**src/rtl/loop_table_sequencer_pkg.sv**
```systemverilog
// Shared widths, state-table entry layout and sequencer state encoding
// for the loop-nest table sequencer.
package loop_table_sequencer_pkg;

    localparam int ENTRY_W = 48;
    localparam int ADDR_W  = 5;
    localparam int CNT_W   = 16;
    localparam int DEPTH   = 2 ** ADDR_W;

    // Entry layout; an all-zero entry (valid = 0) terminates a program.
    localparam int VALID_BIT        = 47;
    localparam int LEVEL_LSB        = 40;
    localparam int SC_LSB           = 32;
    localparam int NUM_SC_LSB       = 24;
    localparam int TYPE_LSB         = 16;
    localparam int TRIGGERED_ON_LSB = 0;

    typedef enum logic [3:0] {
        S_IDLE,
        S_LOAD,
        S_TERM,
        S_DRAIN,
        S_LOADED,
        S_ARM,
        S_HS_REQ,
        S_HS_REL,
        S_RUN
    } seq_state_e;

    function automatic logic entry_valid(input logic [ENTRY_W-1:0] entry);
        return entry[VALID_BIT];
    endfunction

endpackage

```
**src/rtl/loop_table_sequencer_rf.sv**
```systemverilog
// State-table register file: synchronous write and clear, combinational
// read port for the loop-nest FSM.
module loop_table_rf #(
    parameter int ENTRY_W = 48,
    parameter int ADDR_W  = 5
) (
    input  logic               clk,
    input  logic               rst,
    input  logic               wr_en,
    input  logic [ADDR_W-1:0]  wr_addr,
    input  logic [ENTRY_W-1:0] wr_data,
    input  logic [ADDR_W-1:0]  rd_addr,
    output logic [ENTRY_W-1:0] rd_data
);

    localparam int DEPTH = 2 ** ADDR_W;

    logic [ENTRY_W-1:0] mem [DEPTH];

    always_ff @(posedge clk) begin
        if (rst) begin
            for (int i = 0; i < DEPTH; i++) begin
                mem[i] <= '0;
            end
        end else if (wr_en) begin
            mem[wr_addr] <= wr_data;
        end
    end

    assign rd_data = mem[rd_addr];

endmodule

```
**src/rtl/loop_table_sequencer.sv**
```systemverilog
// Loads loop-nest programs into the state table and launches the FSM
// through its start_inbound / start_stream_in handshake.
module loop_table_sequencer
    import loop_table_sequencer_pkg::*;
#(
    parameter int ENTRY_W = loop_table_sequencer_pkg::ENTRY_W,
    parameter int ADDR_W  = loop_table_sequencer_pkg::ADDR_W,
    parameter int CNT_W   = loop_table_sequencer_pkg::CNT_W
) (
    input  logic               clk,
    input  logic               rst,
    input  logic [ENTRY_W-1:0] cfg_tdata,
    input  logic               cfg_tvalid,
    input  logic               cfg_tlast,
    output logic               cfg_tready,
    input  logic               launch,
    input  logic [ADDR_W-1:0]  table_rd_addr,
    output logic [ENTRY_W-1:0] entry_table,
    output logic               start_inbound,
    output logic               start_stream_in,
    input  logic               fsm_ready_stream_in,
    input  logic               fsm_done,
    output logic               busy,
    output logic               loaded,
    output logic               load_err,
    output logic [CNT_W-1:0]   run_count
);

    localparam logic [ADDR_W-1:0] LAST_ADDR = ADDR_W'(2 ** ADDR_W - 1);

    seq_state_e         state, state_next;
    logic [ADDR_W-1:0]  wr_ptr, wr_ptr_next;
    logic               wr_en;
    logic [ADDR_W-1:0]  wr_addr;
    logic [ENTRY_W-1:0] wr_data;
    logic               beat, clr_load, set_loaded, set_err, cnt_inc;

    // Launch takes priority over a simultaneous config beat in LOADED.
    assign cfg_tready = !rst &&
                        (state == S_IDLE || state == S_LOAD || state == S_DRAIN ||
                         (state == S_LOADED && !launch));
    assign beat = cfg_tvalid && cfg_tready;

    always_comb begin
        state_next  = state;
        wr_ptr_next = wr_ptr;
        wr_en       = 1'b0;
        wr_addr     = wr_ptr;
        wr_data     = cfg_tdata;
        clr_load    = 1'b0;
        set_loaded  = 1'b0;
        set_err     = 1'b0;
        cnt_inc     = 1'b0;
        case (state)
            S_IDLE, S_LOADED: begin
                if (state == S_LOADED && launch) begin
                    state_next = S_ARM;
                end else if (beat) begin
                    wr_en       = 1'b1;
                    wr_addr     = '0;
                    wr_ptr_next = ADDR_W'(1);
                    clr_load    = 1'b1;
                    state_next  = cfg_tlast ? S_TERM : S_LOAD;
                end
            end
            S_LOAD: begin
                if (beat) begin
                    // The last slot is reserved for the terminator entry.
                    if (wr_ptr == LAST_ADDR) begin
                        set_err    = 1'b1;
                        state_next = cfg_tlast ? S_IDLE : S_DRAIN;
                    end else begin
                        wr_en       = 1'b1;
                        wr_ptr_next = wr_ptr + 1'b1;
                        if (cfg_tlast) state_next = S_TERM;
                    end
                end
            end
            S_TERM: begin
                wr_en      = 1'b1;
                wr_data    = '0;
                set_loaded = 1'b1;
                state_next = S_LOADED;
            end
            S_DRAIN:  if (beat && cfg_tlast) state_next = S_IDLE;
            S_ARM:    state_next = S_HS_REQ;
            S_HS_REQ: if (fsm_ready_stream_in) state_next = S_HS_REL;
            S_HS_REL: state_next = S_RUN;
            S_RUN: begin
                if (fsm_done) begin
                    cnt_inc    = 1'b1;
                    state_next = S_LOADED;
                end
            end
            default:  state_next = S_IDLE;
        endcase
    end

    // Handshake and status outputs are registered from the next state.
    always_ff @(posedge clk) begin
        if (rst) begin
            state           <= S_IDLE;
            wr_ptr          <= '0;
            start_inbound   <= 1'b0;
            start_stream_in <= 1'b0;
            busy            <= 1'b0;
            loaded          <= 1'b0;
            load_err        <= 1'b0;
            run_count       <= '0;
        end else begin
            state           <= state_next;
            wr_ptr          <= wr_ptr_next;
            start_inbound   <= (state_next == S_ARM);
            start_stream_in <= (state_next == S_HS_REQ);
            busy            <= (state_next == S_ARM) || (state_next == S_HS_REQ) ||
                               (state_next == S_HS_REL) || (state_next == S_RUN);
            if (clr_load)        loaded <= 1'b0;
            else if (set_loaded) loaded <= 1'b1;
            if (clr_load)        load_err <= 1'b0;
            else if (set_err)    load_err <= 1'b1;
            if (clr_load)        run_count <= '0;
            else if (cnt_inc)    run_count <= run_count + 1'b1;
        end
    end

    loop_table_rf #(
        .ENTRY_W (ENTRY_W),
        .ADDR_W  (ADDR_W)
    ) u_rf (
        .clk     (clk),
        .rst     (rst),
        .wr_en   (wr_en),
        .wr_addr (wr_addr),
        .wr_data (wr_data),
        .rd_addr (table_rd_addr),
        .rd_data (entry_table)
    );

endmodule

```
**config.mk**
```make
export PLATFORM = sky130hd
export DESIGN_NAME = loop_table_sequencer
export DESIGN_NICKNAME = d
export VERILOG_FILES = /design/src/rtl/loop_table_sequencer_pkg.sv /design/src/rtl/loop_table_sequencer_rf.sv /design/src/rtl/loop_table_sequencer.sv
export SDC_FILE = /design/constraint.sdc
export NUM_CORES = 2
export LEC_CHECK = 0
export BUFFER_PORTS_ARGS = -buffer_cell sky130_fd_sc_hd__buf_2
export CAP_MARGIN = 20
export CORE_AREA = 10 10 535 537
export CTS_CLUSTER_DIAMETER = 30
export DETAILED_ROUTE_END_ITERATION = 16
export DIE_AREA = 0 0 545 547
export PLACE_DENSITY_LB_ADDON = 0.3
export SYNTH_ARGS = -nofsm -noshare
export SYNTH_HDL_FRONTEND = slang
export SYNTH_SLANG_ARGS = --single-unit
```
**constraint.sdc**
```tcl
create_clock -name clk -period 7.26 [get_ports clk]
set_input_delay 0.726 -clock clk [delete_from_list [all_inputs] [get_ports clk]]
set_output_delay 0.726 -clock clk [all_outputs]
set_load 0.1 [all_outputs]
```
Word-level counts from Yosys, hierarchy flattened

Memories as Yosys holds them, arrays and structs flattened.
Cells that the tools add are included.

Output and inout port bits: 70
Input bits: 60
Memories: 1
Register bits after elaboration: 30
Logic and storage cells: 87
Memory bits (writable): 1,536

Equal/unequal tests: 17
Mux-type cells: 40
Add/subtract/negate cells: 2
Reduce and logical (&&, ||, !) cells: 19

Memories:

| memory   | words | width | read ports | clocked after memory_dff | write ports | line                          | source |
|---|---|---|---|---|---|---|---|
| u_rf.mem | 32    | 48    | 1          | 0                        | 32          | loop_table_sequencer_rf.sv:18 | `logic [ENTRY_W-1:0] mem [DEPTH];` |

Operator list:

| cell                  | count |
|---|---|
| $mux 48               | 2 |
| $reduce_or 48->1      | 1 |
| $mux 5                | 8 |
| $mux 4                | 8 |
| $pmux 4 s8            | 1 |
| $eq 4x3->1 const B    | 7 |
| $mux 1                | 17 |
| $add 16x1->16 const B | 1 |
| $pmux 5 s2            | 1 |
| $eq 4x2->1 const B    | 2 |
| $eq 4x4->1 const B    | 2 |
| $ne 2x2->1 const B    | 4 |
| $logic_or 1x1->1      | 6 |
| $add 5x1->5 const B   | 1 |
| $eq 5x5->1 const B    | 1 |
| $logic_and 1x1->1     | 5 |
| $reduce_and 5->1      | 1 |
| $eq 4x1->1 const B    | 1 |
| $logic_not 4->1       | 1 |
| $mux 2                | 2 |
| $reduce_or 2->1       | 2 |
| $pmux 1 s3            | 1 |
| $logic_not 1->1       | 2 |
| $reduce_bool 2->1     | 1 |

Longest topological paths before layout

Depth in word-level cells: 14
Mapped depth: 11
Mapped depth without buffers: 8

Cells and area by module

From an unflattened synthesis, not the netlist that was laid out.

Cell total of the unflattened synthesis: 5,424
Area total of the unflattened synthesis: 72,657.2 µm²

By module, submodules not included:

| module               | seq. area each (µm²) | cells each | times used | area each (µm²) |
|---|---|---|---|---|
| loop_table_rf        | 46,124.2             | 5,195      | 1          | 70,782.9 |
| loop_table_sequencer | 600.6                | 229        | 1          | 1,874.3 |

Worst setup path after synthesis

No wires, ideal clock.

Path kind: input to register
From: in rst
To: mem u_rf.mem[24][0] (enable)
Library setup time: 0.525 ns
Stages on the path: 8
Data required time: 6.735 ns
Setup slack: 1.190 ns
Path buffers: 3
Arrival time: 5.545 ns
Cells stage by stage: buf_2 > nor4b_1 > and3_1 > buf_2 > a2bb2oi_4 > nand2_4 > buf_6 > o31ai_1

RTL lines:

| element     | line                          | source |
|---|---|---|
| from (decl) | loop_table_sequencer.sv:11    | `input logic rst,` |
| to (decl)   | loop_table_sequencer_rf.sv:18 |  |

==> impl_metrics.json <==
{
  "place_hpwl_mm": 137,
  "viasPerCell": 5.02,
  "overflow": 0,
  "crit_slowest_cell": "nand2_4",
  "htree_levels": 5,
  "drt_pass1_iterations": 5,
  "r2r-end": "u_rf.mem[3][39]$_SDFFCE_PN0P_",
  "power.internal_w": 0.0218,
  "dieArea_sq_um": 298000,
  "synth_cells": 5075,
  "synth-edff-count": 1536,
  "synth.yosys.warnings": 0,
  "grt_max_degree": 135,
  "grt_pass1_vias": 47009,
  "final_net_count": 5255,
  "hold_viol": 0,
  "synthAdderAreaFrac_pct": 0.0547,
  "crit_family": "simple AND/OR/NAND/NOR gates",
  "drtIter0Drc": 5049,
  "ys_top_cells_by_count": "1536 x edfxtp_1, 1192 x nor2_1, 386 x mux2i_1",
  "cp_num_buf_inv": 0,
  "nFillCells": 27296,
  "synthXorXnorAreaFrac_pct": 0.243,
  "initial_core_util_pct": 24.9,
  "fin_crit_ns": 4.91,
  "cp_cell_sequence": "ha_1 -> and3_1 -> ha_1 -> nand2_1 -> and3_4 -> a2bb2oi_4 -> nand3_4 -> nand2_4",
  "cts_resized": 0,
  "clock.fmax_mhz": 204,
  "switching_share_pct": 23.3,
  "placementRows": 193,
  "ys_ff_latch": 1566,
  "critPathKind": "flop to flop",
  "cp-start-kind": "flop",
  "syn-mean-instance-area_sq_um": 13.5,
  "muxShareOfSynthArea_pct": 11.9,
  "rsz0062_at_grt": "no",
  "fin_crit_sh_pct": 67.6,
  "critical_path.max_fanout": 49,
  "min_to": "state[3]$_SDFF_PP0_",
  "ios": 130,
  "pre_cts_slack_ns": 2.15,
  "rr_worst_depth": 8,
  "place.gp.congestion": 0.763,
  "fin_setup_tns_ns": 0,
  "yosysTopAreaCell": "edfxtp_1",
  "cp_data_arrival_time_ns": 5.41,
  "antenna_found_initial": 28,
  "peakVddDrop_mv": 0.278,
  "postCtsSetupBuffers": 0,
  "path_clk_slew_ns": 0.05,
  "synth-simple-area-share_pct": 13.2,
  "cts_made_buffers": 369,
  "insertion_delay_ns": 0.97,
  "placement.io_buffers": 129,
  "reg2reg_from": "wr_ptr[0]$_SDFFE_PP0P_",
  "ff2ff_setup_slack_ns": 2.35,
  "ys_async_sr_fraction_pct": 0,
  "setup_violations": 0,
  "crit_top_cell": "ha_1",
  "grt_usage_pct": 16.7,
  "powerDensity_nw_per_um2": 333,
  "multiInputGateArea_sq_um": 20200,
  "avgRoutedWirePerCell_microns": 28.1,
  "yosysSeqAreaShare_pct": 68.1,
  "worst_pin_slew_ns": 1.30,
  "cts-root-buf": "clkbuf_16",
  "final-seq-area_sq_um": 46700,
  "seqPwrFrac_pct": 36.7,
  "areaGrowthSynthToFinish_pct": 24.4,
  "clockBufferDepth": 4,
  "synth_area_leaders": "edfxtp_1 67%, nor2_1 6.5%, mux4_2 6.3%",
  "p_clk_share_pct": 56.4,
  "synth_fp_nets": 5138,
  "ys.flop_type": "edfxtp_1",
  "synth_compound_area_share_pct": 3.17,
  "cts_tree": "done",
  "ant_nets": 0,
  "placed_cell_area_sq_um": 73200,
  "synth.most_common_cell": "edfxtp_1",
  "worstHoldStart": "fsm_done",
  "drc_errors": 0,
  "final_max_slew_viol_count": 0,
  "drive_above_1_share_pct": 19.2,
  "required_ns": 7.76,
  "vias": 46073,
  "drv_cap": 0,
  "fin_skew_ns": 0.0707,
  "p_sw_w": 0.00663,
  "wl_mm": 258,
  "yosysTopAreaCellShare_pct": 67.2,
  "dp.cells": 8520,
  "p_leak_nw": 29.1,
  "hp-class": "primary input to flop",
  "cts.sinks": 1566,
  "post-route-util_pct": 31.0,
  "fin_cells": 9179,
  "core_sq_um": 276000,
  "relSlewSlack_pct": 13.6,
  "synth_top_family_by_area": "simple AND/OR/NAND/NOR gates",
  "die_h_microns": 547,
  "hold_depth": 3,
  "die_w_microns": 545,
  "power_frac_comb_pct": 6.9,
  "netlist_area_sq_um": 68600,
  "grt_pass1_wl_mm": 360,
  "critPathCaptureType": "flop",
  "holdBufCountCts": 0,
  "outcome": "completed",
  "setup_ws_ns": 2.35,
  "synthDistinctLibCells": 58,
  "fin_area_sq_um": 85300,
  "critPathMaxStageDelay_ns": 1.30
}
[cell type report]
| type | count | share of cell area (%) |
|---|---|---|
| Antenna cell | 2 | 0.00586 |
| Clock buffer | 447 | 11.4 |
| Timing Repair Buffer | 234 | 2.07 |
| Inverter | 7 | 0.0308 |
| Tap cell | 3705 | 5.43 |
| Clock inverter | 204 | 2.64 |
| Sequential cell | 1566 | 54.8 |
| Multi-Input combinational cell | 3014 | 23.7 |
[worst max-delay path by stage]
stage,start,to,slack [ns],depth (start not counted)
floorplan,rst,u_rf.mem[24][0]$_SDFFCE_PN0P_,1.19,8
global placement,rst,u_rf.mem[3][42]$_SDFFCE_PN0P_,2.23,6
detailed placement,rst,u_rf.mem[3][42]$_SDFFCE_PN0P_,2.15,6
CTS,state[1]$_SDFF_PP0_,u_rf.mem[3][12]$_SDFFCE_PN0P_,2.45,5
global route,wr_ptr[0]$_SDFFE_PP0P_,u_rf.mem[3][39]$_SDFFCE_PN0P_,2.28,8
finish,wr_ptr[0]$_SDFFE_PP0P_,u_rf.mem[3][39]$_SDFFCE_PN0P_,2.35,8
[power groups by stage]
stage                     logic, W  registers, W  clock network [W]
after floorplan            0.00120        0.0106                  0
after global placement     0.00193        0.0106                  0
after detailed placement   0.00194        0.0106                  0
after CTS                  0.00195        0.0104             0.0162
after global routing       0.00203        0.0105             0.0167
final                      0.00195        0.0104             0.0160
[state kept, by name, indices dropped and copies added (netlist names)]
| register | count |
|---|---|
| loaded | 1 |
| run_count | 16 |
| u_rf.mem | 1536 |
| load_err | 1 |
| busy | 1 |
| start_inbound | 1 |
| start_stream_in | 1 |
| state | 4 |
| wr_ptr | 5 |
[logic make-up after synthesis]
logic type / Yosys count
compound gates: 339
xor+xnor: 19
fa+ha+maj: 3
buf+inv: 495
flops: 1566
mux: 578
simple gates: 2075
[per-stage QoR]
step | hold slack, ns | power (W)
after global routing | 0.208 | 0.0292
final | 0.190 | 0.0284
after floorplan | 0.563 | 0.0118
after detailed placement | 0.452 | 0.0125
after CTS | 0.159 | 0.0285
after global placement | 0.447 | 0.0125
[placed cells by master (no fill, tap or decap), types with 8 or more instances in the layout]
master and instances:
a21o_4 9, a21oi_1 148, a22oi_1 145, buf_12 14, buf_2 127, buf_4 82
bufinv_16 47, clkbuf_1 68, clkbuf_16 375, clkinv_1 56, clkinv_2 58, clkinv_4 12
clkinvlp_4 21, dfxtp_1 30, edfxtp_1 1536, inv_6 8, mux2i_1 386, mux4_2 192
nand2_1 163, nand2_4 24, nand3_1 104, nand3_4 10, nand4_1 52, nor2_1 1189
nor2b_1 99, nor3_1 383, nor3_2 10, o21ai_4 16, xnor2_1 14
[layer usage]
layer  routed length, microns  GRT usage (%)  part of all wire [%]  up-vias
met5                       62              0                 0.024        -
met4                    10800           6.77                   4.2       10
met3                    21700           3.81                   8.4      558
met2                   121000           26.9                    47     2388
met1                   104000           21.7                    40    24035
li1                         -              -                     -    19082
[tightest hold or removal path, cell delays in order]
cell and delay [ns]:
buf_2 0.10, nand4bb_1 0.11, a21oi_1 0.09
(Power assumes the default switching activity.)
